`src/rtl/keypad_loader_pkg.sv`:
```
// Shared encodings for the keypad loader: debounce FSM states, row drive
// patterns, the NONE key code and small column-decode helpers.
package keypad_loader_pkg;

  typedef enum logic [1:0] {
    ST_IDLE     = 2'd0,
    ST_PRESS_DB = 2'd1,
    ST_HELD     = 2'd2,
    ST_REL_DB   = 2'd3
  } kp_state_e;

  localparam logic [3:0] ROW_0 = 4'b1110;
  localparam logic [3:0] ROW_1 = 4'b1101;
  localparam logic [3:0] ROW_2 = 4'b1011;
  localparam logic [3:0] ROW_3 = 4'b0111;

  // Frame result: bit 4 set means no single key; otherwise bits 3:0 are 4*r+c.
  localparam logic [4:0] KEY_NONE = 5'b1_0000;

  function automatic logic [3:0] row_next(input logic [3:0] row_v);
    return {row_v[2:0], row_v[3]};
  endfunction

  // Number of low (pressed) bits, saturated at 2.
  function automatic logic [1:0] low_count(input logic [3:0] v);
    logic [2:0] n;
    n = 3'd0;
    for (int i = 0; i < 4; i++) begin
      if (!v[i]) n = n + 3'd1;
      else       n = n;
    end
    return (n > 3'd2) ? 2'd2 : n[1:0];
  endfunction

  function automatic logic [1:0] low_index(input logic [3:0] v);
    logic [1:0] idx;
    casez (v)
      4'b???0: idx = 2'd0;
      4'b??01: idx = 2'd1;
      4'b?011: idx = 2'd2;
      4'b0111: idx = 2'd3;
      default: idx = 2'd0;
    endcase
    return idx;
  endfunction

endpackage

```
`src/rtl/keypad_loader_btn_sync.sv`:
```
// Two-flop synchronizer plus rising-edge detector for an asynchronous push-button.
module btn_sync (
  input  logic CLK,
  input  logic reset,
  input  logic in,
  output logic rise
);

  logic sync1_r;
  logic sync2_r;
  logic prev_r;
  logic rise_r;

  // Synchronizer chain and registered one-cycle rise pulse.
  always_ff @(posedge CLK or negedge reset) begin
    if (!reset) begin
      sync1_r <= 1'b0;
      sync2_r <= 1'b0;
      prev_r  <= 1'b0;
      rise_r  <= 1'b0;
    end else begin
      sync1_r <= in;
      sync2_r <= sync1_r;
      prev_r  <= sync2_r;
      rise_r  <= sync2_r & ~prev_r;
    end
  end

  assign rise = rise_r;

endmodule

```
`src/rtl/keypad_loader.sv`:
```
// Scans a 4x4 keypad, debounces single-key presses into a hex entry word and
// writes that word to RAM when the commit button is pressed.
module keypad_loader
  import keypad_loader_pkg::*;
#(
  parameter int SCAN_DIV   = 32768,
  parameter int DEB_FRAMES = 4
) (
  input  logic        CLK,
  input  logic        reset,
  output logic [3:0]  row,
  input  logic [3:0]  col,
  input  logic        commit,
  input  logic [5:0]  addr_sel,
  output logic        wr_en,
  output logic [7:0]  wr_addr,
  output logic [15:0] wr_data,
  output logic [15:0] entry,
  output logic        key_strobe
);

  localparam int DIV_W = (SCAN_DIV > 1) ? $clog2(SCAN_DIV) : 1;
  localparam int CNT_W = $clog2(DEB_FRAMES + 1);
  localparam logic [DIV_W-1:0] DIV_MAX = DIV_W'(SCAN_DIV - 1);
  localparam logic [DIV_W-1:0] DIV_ONE = DIV_W'(1);
  localparam logic [CNT_W-1:0] CNT_ONE = CNT_W'(1);
  localparam logic [CNT_W-1:0] DEB_MAX = CNT_W'(DEB_FRAMES);

  logic [DIV_W-1:0] div_r;
  logic [3:0]       row_r;
  logic [1:0]       row_idx_r;
  logic [1:0]       acc_hits_r;
  logic [3:0]       acc_code_r;
  kp_state_e        state_r, state_n;
  logic [CNT_W-1:0] cnt_r, cnt_n;
  logic [3:0]       cand_r, cand_n;
  logic [15:0]      entry_r;
  logic             key_strobe_r;
  logic             wr_en_r;
  logic [7:0]       wr_addr_r;
  logic [15:0]      wr_data_r;

  logic             sample_s;
  logic             frame_end_s;
  logic [1:0]       row_hits_s;
  logic [3:0]       row_code_s;
  logic [2:0]       hits_raw_s;
  logic [1:0]       hits_sum_s;
  logic [4:0]       frame_code_s;
  logic             accept_s;
  logic             commit_rise_s;

  btn_sync u_commit_sync (
    .CLK   (CLK),
    .reset (reset),
    .in    (commit),
    .rise  (commit_rise_s)
  );

  // Per-row column decode folded into the running frame result.
  always_comb begin
    sample_s    = (div_r == DIV_MAX);
    frame_end_s = sample_s && (row_idx_r == 2'd3);
    row_hits_s  = low_count(col);
    row_code_s  = {row_idx_r, low_index(col)};
    hits_raw_s  = {1'b0, acc_hits_r} + {1'b0, row_hits_s};
    if (hits_raw_s >= 3'd2) hits_sum_s = 2'd2;
    else                    hits_sum_s = hits_raw_s[1:0];
    if (hits_sum_s != 2'd1)       frame_code_s = KEY_NONE;
    else if (row_hits_s == 2'd1)  frame_code_s = {1'b0, row_code_s};
    else                          frame_code_s = {1'b0, acc_code_r};
  end

  // Divider, row rotation and frame accumulation.
  always_ff @(posedge CLK or negedge reset) begin
    if (!reset) begin
      div_r      <= {DIV_W{1'b0}};
      row_r      <= ROW_0;
      row_idx_r  <= 2'd0;
      acc_hits_r <= 2'd0;
      acc_code_r <= 4'd0;
    end else if (sample_s) begin
      div_r     <= {DIV_W{1'b0}};
      row_r     <= row_next(row_r);
      row_idx_r <= row_idx_r + 2'd1;
      if (frame_end_s) begin
        acc_hits_r <= 2'd0;
        acc_code_r <= 4'd0;
      end else begin
        acc_hits_r <= hits_sum_s;
        if (row_hits_s == 2'd1) acc_code_r <= row_code_s;
      end
    end else begin
      div_r <= div_r + DIV_ONE;
    end
  end

  // Debounce FSM next state; only moves on a frame end.
  always_comb begin
    state_n  = state_r;
    cnt_n    = cnt_r;
    cand_n   = cand_r;
    accept_s = 1'b0;
    if (frame_end_s) begin
      case (state_r)
        ST_IDLE: begin
          if (frame_code_s != KEY_NONE) begin
            state_n = ST_PRESS_DB;
            cand_n  = frame_code_s[3:0];
            cnt_n   = CNT_ONE;
          end else begin
            state_n = ST_IDLE;
          end
        end
        ST_PRESS_DB: begin
          if (frame_code_s == KEY_NONE) begin
            state_n = ST_IDLE;
            cnt_n   = {CNT_W{1'b0}};
          end else if (frame_code_s[3:0] == cand_r) begin
            if ((cnt_r + CNT_ONE) == DEB_MAX) begin
              state_n  = ST_HELD;
              cnt_n    = {CNT_W{1'b0}};
              accept_s = 1'b1;
            end else begin
              cnt_n = cnt_r + CNT_ONE;
            end
          end else begin
            cand_n = frame_code_s[3:0];
            cnt_n  = CNT_ONE;
          end
        end
        ST_HELD: begin
          if (frame_code_s == KEY_NONE) begin
            state_n = ST_REL_DB;
            cnt_n   = CNT_ONE;
          end else begin
            state_n = ST_HELD;
          end
        end
        ST_REL_DB: begin
          if (frame_code_s != KEY_NONE) begin
            state_n = ST_HELD;
            cnt_n   = {CNT_W{1'b0}};
          end else if ((cnt_r + CNT_ONE) == DEB_MAX) begin
            state_n = ST_IDLE;
            cnt_n   = {CNT_W{1'b0}};
          end else begin
            cnt_n = cnt_r + CNT_ONE;
          end
        end
        default: begin
          state_n = ST_IDLE;
          cnt_n   = {CNT_W{1'b0}};
          cand_n  = 4'd0;
        end
      endcase
    end else begin
      state_n = state_r;
    end
  end

  // Debounce FSM state register.
  always_ff @(posedge CLK or negedge reset) begin
    if (!reset) begin
      state_r <= ST_IDLE;
      cnt_r   <= {CNT_W{1'b0}};
      cand_r  <= 4'd0;
    end else begin
      state_r <= state_n;
      cnt_r   <= cnt_n;
      cand_r  <= cand_n;
    end
  end

  // Entry shift register and RAM write port; a simultaneous commit writes the pre-shift word.
  always_ff @(posedge CLK or negedge reset) begin
    if (!reset) begin
      entry_r      <= 16'h0000;
      key_strobe_r <= 1'b0;
      wr_en_r      <= 1'b0;
      wr_addr_r    <= 8'h00;
      wr_data_r    <= 16'h0000;
    end else begin
      key_strobe_r <= accept_s;
      wr_en_r      <= commit_rise_s;
      if (commit_rise_s) begin
        wr_addr_r <= {2'b00, addr_sel};
        wr_data_r <= entry_r;
      end
      case ({commit_rise_s, accept_s})
        2'b11:   entry_r <= {12'h000, cand_r};
        2'b10:   entry_r <= 16'h0000;
        2'b01:   entry_r <= {entry_r[11:0], cand_r};
        default: entry_r <= entry_r;
      endcase
    end
  end

  assign row        = row_r;
  assign entry      = entry_r;
  assign key_strobe = key_strobe_r;
  assign wr_en      = wr_en_r;
  assign wr_addr    = wr_addr_r;
  assign wr_data    = wr_data_r;

endmodule

```
`config.mk`:
```
export PLATFORM = sky130hd
export DESIGN_NAME = keypad_loader
export DESIGN_NICKNAME = d
export VERILOG_FILES = /design/src/rtl/keypad_loader_pkg.sv /design/src/rtl/keypad_loader_btn_sync.sv /design/src/rtl/keypad_loader.sv
export SDC_FILE = /design/constraint.sdc
export NUM_CORES = 1
export LEC_CHECK = 0
export BUFFER_PORTS_ARGS = -buffer_cell sky130_fd_sc_hd__clkbuf_2
export CORE_MARGIN = 3
export CORE_UTILIZATION = 40
export DETAILED_ROUTE_END_ITERATION = 12
export GPL_TIMING_DRIVEN = 1
export MAX_ROUTING_LAYER = met4
export PLACE_DENSITY_LB_ADDON = 0.2
export SLEW_MARGIN = 5
export SYNTH_ARGS = -nofsm -noshare
export SYNTH_HDL_FRONTEND = slang
export SYNTH_HIERARCHICAL = 1
export SYNTH_SLANG_ARGS = --single-unit
export TNS_END_PERCENT = 5
```
`constraint.sdc`:
```
create_clock -name CLK -period 4.04 [get_ports CLK]
set_input_delay 0.404 -clock CLK [delete_from_list [all_inputs] [get_ports CLK]]
set_output_delay 0.404 -clock CLK [all_outputs]
set_load 0.01 [all_outputs]
```
---- Yosys cells after proc, flatten, opt, wreduce, memory -nomap -nowiden ----
Cells that the tools add are included.
Widths: inputs -> output; s select.
storage, ports and cells
  bits in latches ......................... 0
  output and inout bits ................... 46
  memory bits (writable) .................. 0
  bits in registers ....................... 80
  memory bits (read-only) ................. 0
  input port bits ......................... 13
  memories ................................ 0
  word-level logic and storage cells ...... 99
operators by class
  add/subtract/negate cells ............... 7
  shift operators ......................... 0
  reduce and logical (&&, ||, !) cells .... 9
  bitwise logic cells ..................... 2
  div/mod/pow operators ................... 0
  multipliers ............................. 0
  eq/ne operators ......................... 24
  magnitude comparators ................... 2
  multiplexer cells ....................... 38
operators by type and width
  kind                   number
  $pmux 16 s3            1
  $mux 3                 9
  $mux 4                 6
  $mux 2                 8
  $add 15x1->15 const B  1
  $eq 15x15->1 const B   1
  $mux 15                1
  $add 3x1->3 const B    4
  $pmux 3 s4             1
  $eq 2x2->1 const B     5
  $ne 3x3->1 const B     3
  $eq 2x1->1 const B     4
  $mux 1                 8
  $ne 2x2->1 const B     4
  $pmux 2 s4             1
  $pmux 4 s2             1
  $pmux 2 s3             1
  $eq 5x5->1 const B     1
  $mux 5                 1
  $ne 5x5->1 const B     1
  $reduce_and 5->1       1
  $eq 4x3->1 const B     1
  $eq 4x4->1             1
  $reduce_and 4->1       1
  15 further kinds       16

---- Depth between registers and ports, before layout ----
  word-level depth ........................ 21
  mapped depth ............................ 23

---- Hierarchy ----
The synthesis kept the hierarchy.
by module, submodules not included
  module         instances  area an instance (um2)  cells each
  keypad_loader  1          3722.3                  360
  btn_sync       1          113.9                   5

---- Worst setup path after synthesis ----
No wires, ideal clock.
  path type ............................... input port to flip-flop
  from .................................... input col[0]
  to ...................................... register entry_r[15] (netlist: entry[15])
  setup time .............................. 0.135 ns
  data required time ...................... 3.905 ns
  stages .................................. 21
  arrival ................................. 4.576 ns
  setup slack ............................. -0.672 ns
  buffers on the path ..................... 2
  cell sequence ........................... inv_1 -> ha_1 -> xnor2_1 -> ha_1 -> nor4b_4 -> a22o_4 -> nor2_1 -> inv_1 -> ha_1 -> inv_1 -> fa_1 -> nand3_1 -> clkbuf_1 -> a21o_1 -> a2111oi_4 -> nand2_2 -> or3_1 -> ha_1 -> clkbuf_1 -> nand2_1 -> o21ai_0
on the way
  word-level cells in the longest chain between the ends .. 21
  elaborated cells on any way between the ends .. 31
  classes of those cells .................. 4 x add/sub; 2 x order compare; 10 x eq/ne; 14 x mux; 1 x reduce/logical
RTL lines
  item                                              line                     source
  from (decl)                                       keypad_loader.sv:12      input logic [3:0] col,
  $mux 1                                            keypad_loader_pkg.sv:29  if (!v[i]) n = n + 3'd1;
  $add 3x1->3                                       keypad_loader_pkg.sv:29
  $mux 3                                            keypad_loader_pkg.sv:29
  $add 3x1->3                                       keypad_loader_pkg.sv:29
  $mux 3                                            keypad_loader_pkg.sv:29
  $add 3x1->3                                       keypad_loader_pkg.sv:29
  $mux 3                                            keypad_loader_pkg.sv:29
  $gt 3x2->1                                        keypad_loader_pkg.sv:32  return (n > 3'd2) ? 2'd2 : n[1:0];
  (+5 left out)                                     --
  $mux 5 *                                          keypad_loader.sv:69      if (hits_sum_s != 2'd1) frame_code_s = KEY_NONE;
  $eq 4x4->1                                        keypad_loader.sv:119     end else if (frame_code_s[3:0] == cand_r) begin
  $mux 1                                            keypad_loader.sv:119
  $mux 1 *                                          keypad_loader.sv:116     if (frame_code_s == KEY_NONE) begin
  $mux 1 *                                          keypad_loader.sv:105     case (state_r)
  $mux 1 *                                          keypad_loader.sv:104     if (frame_end_s) begin
  $eq 2x1->1 or $eq 2x2->1 (tied branches)          keypad_loader.sv:190     case ({commit_rise_s, accept_s})
  $pmux 16 s3 or $reduce_bool 3->1 (tied branches)  --
  to (signal assigned)                              keypad_loader.sv:191     2'b11: entry_r <= {12'h000, cand_r};
  to (signal assigned)                              keypad_loader.sv:193     2'b01: entry_r <= {entry_r[11:0], cand_r};
  to (signal assigned)                              keypad_loader.sv:194     default: entry_r <= entry_r;
  to (decl)                                         keypad_loader.sv:37      logic [15:0] entry_r;
Mark *: on every way between the ends. The rest lies on a longest branch, timed or not.
A chain may end at the register's enable or synchronous reset.

---- Worst setup path in the final report ----
  from .................................... input col[1]
  to ...................................... register entry_r[1] (netlist: entry[1])
on the way
  word-level cells in the longest chain between the ends .. 19
  elaborated cells on any way between the ends .. 29
  classes of those cells .................. 3 x add/sub; 2 x order compare; 10 x eq/ne; 13 x mux; 1 x reduce/logical
RTL lines
  item                                              line                     source
  $mux 3                                            keypad_loader_pkg.sv:29
  $add 3x1->3                                       keypad_loader_pkg.sv:29
  $mux 3                                            keypad_loader_pkg.sv:29
  $add 3x1->3                                       keypad_loader_pkg.sv:29
  $mux 3                                            keypad_loader_pkg.sv:29
  $gt 3x2->1                                        keypad_loader_pkg.sv:32
  $mux 2                                            keypad_loader_pkg.sv:32
  $add 2x2->3                                       keypad_loader.sv:66      hits_raw_s = {1'b0, acc_hits_r} + {1'b0, row_hits_s};
  (+3 left out)                                     --
  $mux 5 *                                          keypad_loader.sv:69
  $eq 4x4->1                                        keypad_loader.sv:119
  $mux 1                                            keypad_loader.sv:119
  $mux 1 *                                          keypad_loader.sv:116
  $mux 1 *                                          keypad_loader.sv:105
  $mux 1 *                                          keypad_loader.sv:104
  $eq 2x1->1 or $eq 2x2->1 (tied branches)          keypad_loader.sv:190
  $pmux 16 s3 or $reduce_bool 3->1 (tied branches)  --
Marks and branches as above.

==> key figures <==
Floorplanning
  • Io pins: 59
  • Initial Utilization: 41.32%
  • Die outline height: 103.9 um
  • Std-Cell Rows: 35
  • Die span in x: 103.9 um
  • Die ar.: 10800 um2
  • Core box area: around 9300 um2

Logic synthesis
  • Asr flop ratio synth: 100.0%
  • EDFF count, synth: 0
  • Sequential share of the synthesized area: 52.28%
  • Post-synthesis xor/xnor area fraction: between 3 and 4%
  • Warnings, synthesis: 6
  • Ranking of synthesized cells by area: dfrtp_1, mux2_2, nand2_1
  • Leading area contributor after synthesis: dfrtp_1
  • Post-Synth Adder-Cell Area: 4.762%
  • Cell count after synthesis: 365
  • Simple-gate area share of the yosys netlist: 17.65%
  • Post-synthesis cell area: 3836 um2
  • Prevailing post-synth register cell: dfrtp_1
  • Post-synthesis register bit count: 80
  • Mean Syn Cell Area: 10.51 um2
  • Multiplexer area fraction after synthesis: 7.632%
  • Synth Area in Compound Gates: about 11%
  • Top cell type's share of synthesized area: 50.23%
  • Combinational family with the most area after synthesis: simple AND/OR/NAND/NOR gates
  • Distinct cells, synth: 49

Setup path
  • CP arrival: 4.22 ns
  • Critical Path Max Stage Delay: 0.52 ns
  • Maximum net fanout on the critical path: 4
  • Slowest stage cell, crit path: fa_1
  • Top cell family by delay on the critical path: adder cells
  • Register-to-register setup slack: 0.98 ns
  • R2r endpoint: entry[1]$_DFFE_PN0P_
  • WP data required: 4.26 ns
  • CP Launch Type: primary input
  • Critical Path Most Common Cell: ha_4
  • Buf/Inv on CP: 4
  • WS Path Type: primary input to flip-flop
  • Crit. End Element: flip-flop
  • FF-to-FF path depth: 11
  • Worst reg2reg path startpoint: div_r[0]$_DFF_PN0_
  • CP Cell Sequence: clkbuf_16, inv_12, ha_4, xnor2_4, ha_4, nor4b_4, a22o_4, nor2_4, inv_2, ha_4, inv_2, fa_1, and3_4, nand2_2, o21ai_2, nor3_2, a2111oi_4, nand2_2, or3_4, ha_4, nand2b_4, nand2_1, o21ai_1

Power
  • Clock share of power: 35.6%
  • Logic gate share of total power: a little over an eighth
  • Lkg Pwr: 2.282 nW
  • VDD IR max: 0.1662 mV
  • Switching part of the total power: 24.73%
  • Power Dens Cells: between 300 and 400 nW/um2
  • P_int: 1.200 mW
  • NetSw: 0.3944 mW
  • Reg power frac: about half

Timing
  • Hold slack: between 0.15 and 0.2 ns
  • # setup viols final: 0
  • Max_slew headroom: 35.01%
  • Fin crit share: a little over nine tenths
  • Final min period: 3.997 ns
  • Fin. Hold Viols: 0
  • RSZ-0062 raised after global routing: true
  • Final Skew: between 0.009 and 0.01 ns
  • FMAX: 250.2 MHz
  • Final Max Slew Viols: 0
  • Slew @ Worst Pin: 0.9749 ns

Placement
  • Detailed placement HPWL: 5.336 mm
  • Placed cell areas: 4511 um2
  • RePlAce Congestion: 0.7812
  • # port buffers: 56

CTS
  • Clk slew on worst S/H paths: about 0.070 ns
  • Hold-fix buffer count after cts: 0
  • Max Root-Sink Buffers: 2
  • Worst-Skew Late Latency: 0.35 ns
  • Clock sink total: 80
  • CTS Buf Count: 9
  • CTS Root Cell: clkbuf_8
  • CTS tree: done
  • Htree depth: 3

Cells and area
  • Final #Nets: approximately 470
  • Area grow syn2layout: 25.67%
  • Inserted Diodes: 0
  • Layout cells sized above 1: ~37%
  • Post-route cell area: around 4800 um2

Drt
  • ANT nets after route: 0
  • Drt first pass iters: 4
  • Routed len/inst: 12.83 um
  • Vias per cell: 4.967
  • Vias post-DR: 2881
  • Wirelength, routed: 7.443 mm
  • # DRC: 0
  • DRT iter0 DRCs: about 120

Min path
  • Min-delay worst type: primary input to flip-flop
  • Hold Path Sink: u_commit_sync/sync1_r$_DFF_PN0_
  • HP Start: commit
  • Hold depth: 1

Global routing
  • Total track usage: 15.15%
  • Largest net degree at the start of global routing: 81
  • Vias in the first global route: 2868
  • Global-route met1 utilization: 18.66%
  • GR Util met2: 24.70%
  • Met3 usage: 3.911%
  • First-pass GRT wire length: 13.16 mm
  • Gr ovfl total: 0
  • Top Usage Layer GRT: met2
  • Initial antenna violation count: 0

Flow run
  • Max cap viols: 0

Status
  • Outcome: complete, no violations
## flip-flops by register name, indices dropped and copies added (netlist names), 2 cells and up, named ones only
register	flops
acc_code_r	4
acc_hits_r	2
cand_r	4
cnt_r	3
div_r	15
entry	16
row	4
row_idx_r	2
wr_addr	6
wr_data	16
## worst register-to-register path: stages, from the launching register on
cell      delay (ns)
dfrtp_1         0.37
ha_1            0.18
and3_1          0.22
nand4_1         0.17
or3_1           0.65
nor2_1          0.33
nand2_1         0.16
or3_4           0.40
ha_4            0.28
nand2b_4        0.06
nand2_1         0.07
o21ai_1         0.06
## cell usage after synthesis, types with 2 or more instances
| cell | count |
|---|---|
| nand2_1 | 74 |
| mux2_2 | 26 |
| ha_1 | 13 |
| and3_1 | 5 |
| xor2_1 | 6 |
| nor2_1 | 18 |
| buf_1 | 2 |
| a211oi_1 | 3 |
| inv_1 | 12 |
| or3_1 | 4 |
| o31ai_1 | 4 |
| a31oi_1 | 3 |
| buf_4 | 2 |
| o21ai_0 | 27 |
| nor4b_4 | 2 |
| dfrtp_1 | 77 |
| a21o_1 | 3 |
| nand2b_1 | 2 |
| dfstp_2 | 3 |
| o31a_1 | 2 |
| nor3_1 | 9 |
| clkbuf_1 | 10 |
| and2_1 | 2 |
| xnor2_1 | 9 |
| a21oi_1 | 12 |
| nand3_1 | 12 |
## per-stage QoR
stage          setup slack [ns]  setup TNS [ns]  std cells  total power [mW]  util [%]
6_report                0.04284               0        580             1.594     51.93
5_1_grt                 -0.1583          -2.006        580             1.673     51.93
4_1_cts                0.007203               0        579             1.618     51.67
3_5_place_dp            -0.5810          -10.62        558             1.025     48.58
3_3_place_gp            -0.4694          -8.279        558             1.022     48.58
2_1_floorplan           -0.3337          -5.136        366            0.9513         -
## per-layer routing
metal	part of all wire (%)	vias up
met3	4.0	4
met1	47	1393
met2	48	65
met4	0.74	0
met5	0	-
li1	-	1419
## worst max path at each step
stage	start	to	slack (ns)	cells after the start
final	col[1]	entry[1]$_DFFE_PN0P_	0.04	23
after global placement	col[1]	entry[1]$_DFFE_PN0P_	-0.47	21
after floorplan	col[1]	entry[1]$_DFFE_PN0P_	-0.33	22
after detailed placement	col[1]	entry[12]$_DFFE_PN0P_	-0.58	21
after global routing	col[1]	entry[1]$_DFFE_PN0P_	-0.16	23
after CTS	col[0]	entry[1]$_DFFE_PN0P_	0.007	23
## power by group through the flow
stage / Clock, mW / Combinational [mW] / Sequential (mW)
final: 0.567 / 0.206 / 0.821
after global routing: 0.622 / 0.227 / 0.823
after CTS: 0.591 / 0.206 / 0.821
after detailed placement: 0 / 0.188 / 0.837
after global placement: 0 / 0.186 / 0.836
after floorplan: 0 / 0.114 / 0.838
## layout make-up
| class | count | area, um2 |
|---|---|---|
| Clock buffer | 11 | 131.4 |
| Tap cell | 129 | 161.4 |
| Inverter | 12 | 60.06 |
| Fill cell | 878 | 4463 |
| Timing Repair Buffer | 84 | 535.5 |
| Clock inverter | 5 | 57.56 |
| Multi-Input combinational cell | 259 | 1869 |
| Sequential cell | 80 | 2006 |
## cell usage in the layout (no fill, tap or decap), types with 6 or more instances in the layout
cell,n
o21ai_1,14
buf_4,28
nor2_1,17
nor3_2,7
inv_1,8
clkbuf_8,9
xor2_1,6
o21ai_0,11
nand3_1,11
a21oi_1,12
clkbuf_2,53
dfrtp_1,77
xnor2_1,8
ha_1,8
nand2_1,73
mux2_2,26
## cell families after synthesis
logic type,after synthesis
and+or+nand+nor,139
other,1
DFF,80
muxes,26
AOI/OAI and AO/OA,63
buffers and inverters,27
xor gates and xnor gates,15
adders and majority gates,14
## timing repair
action                     CTS  global route
resized for setup           10             5
gates cloned                 0             0
setup buffers                5             1
setup endpoints to repair   20            23
pin swaps                   12             7
No activity file was read; power rests on OpenSTA's default activity.
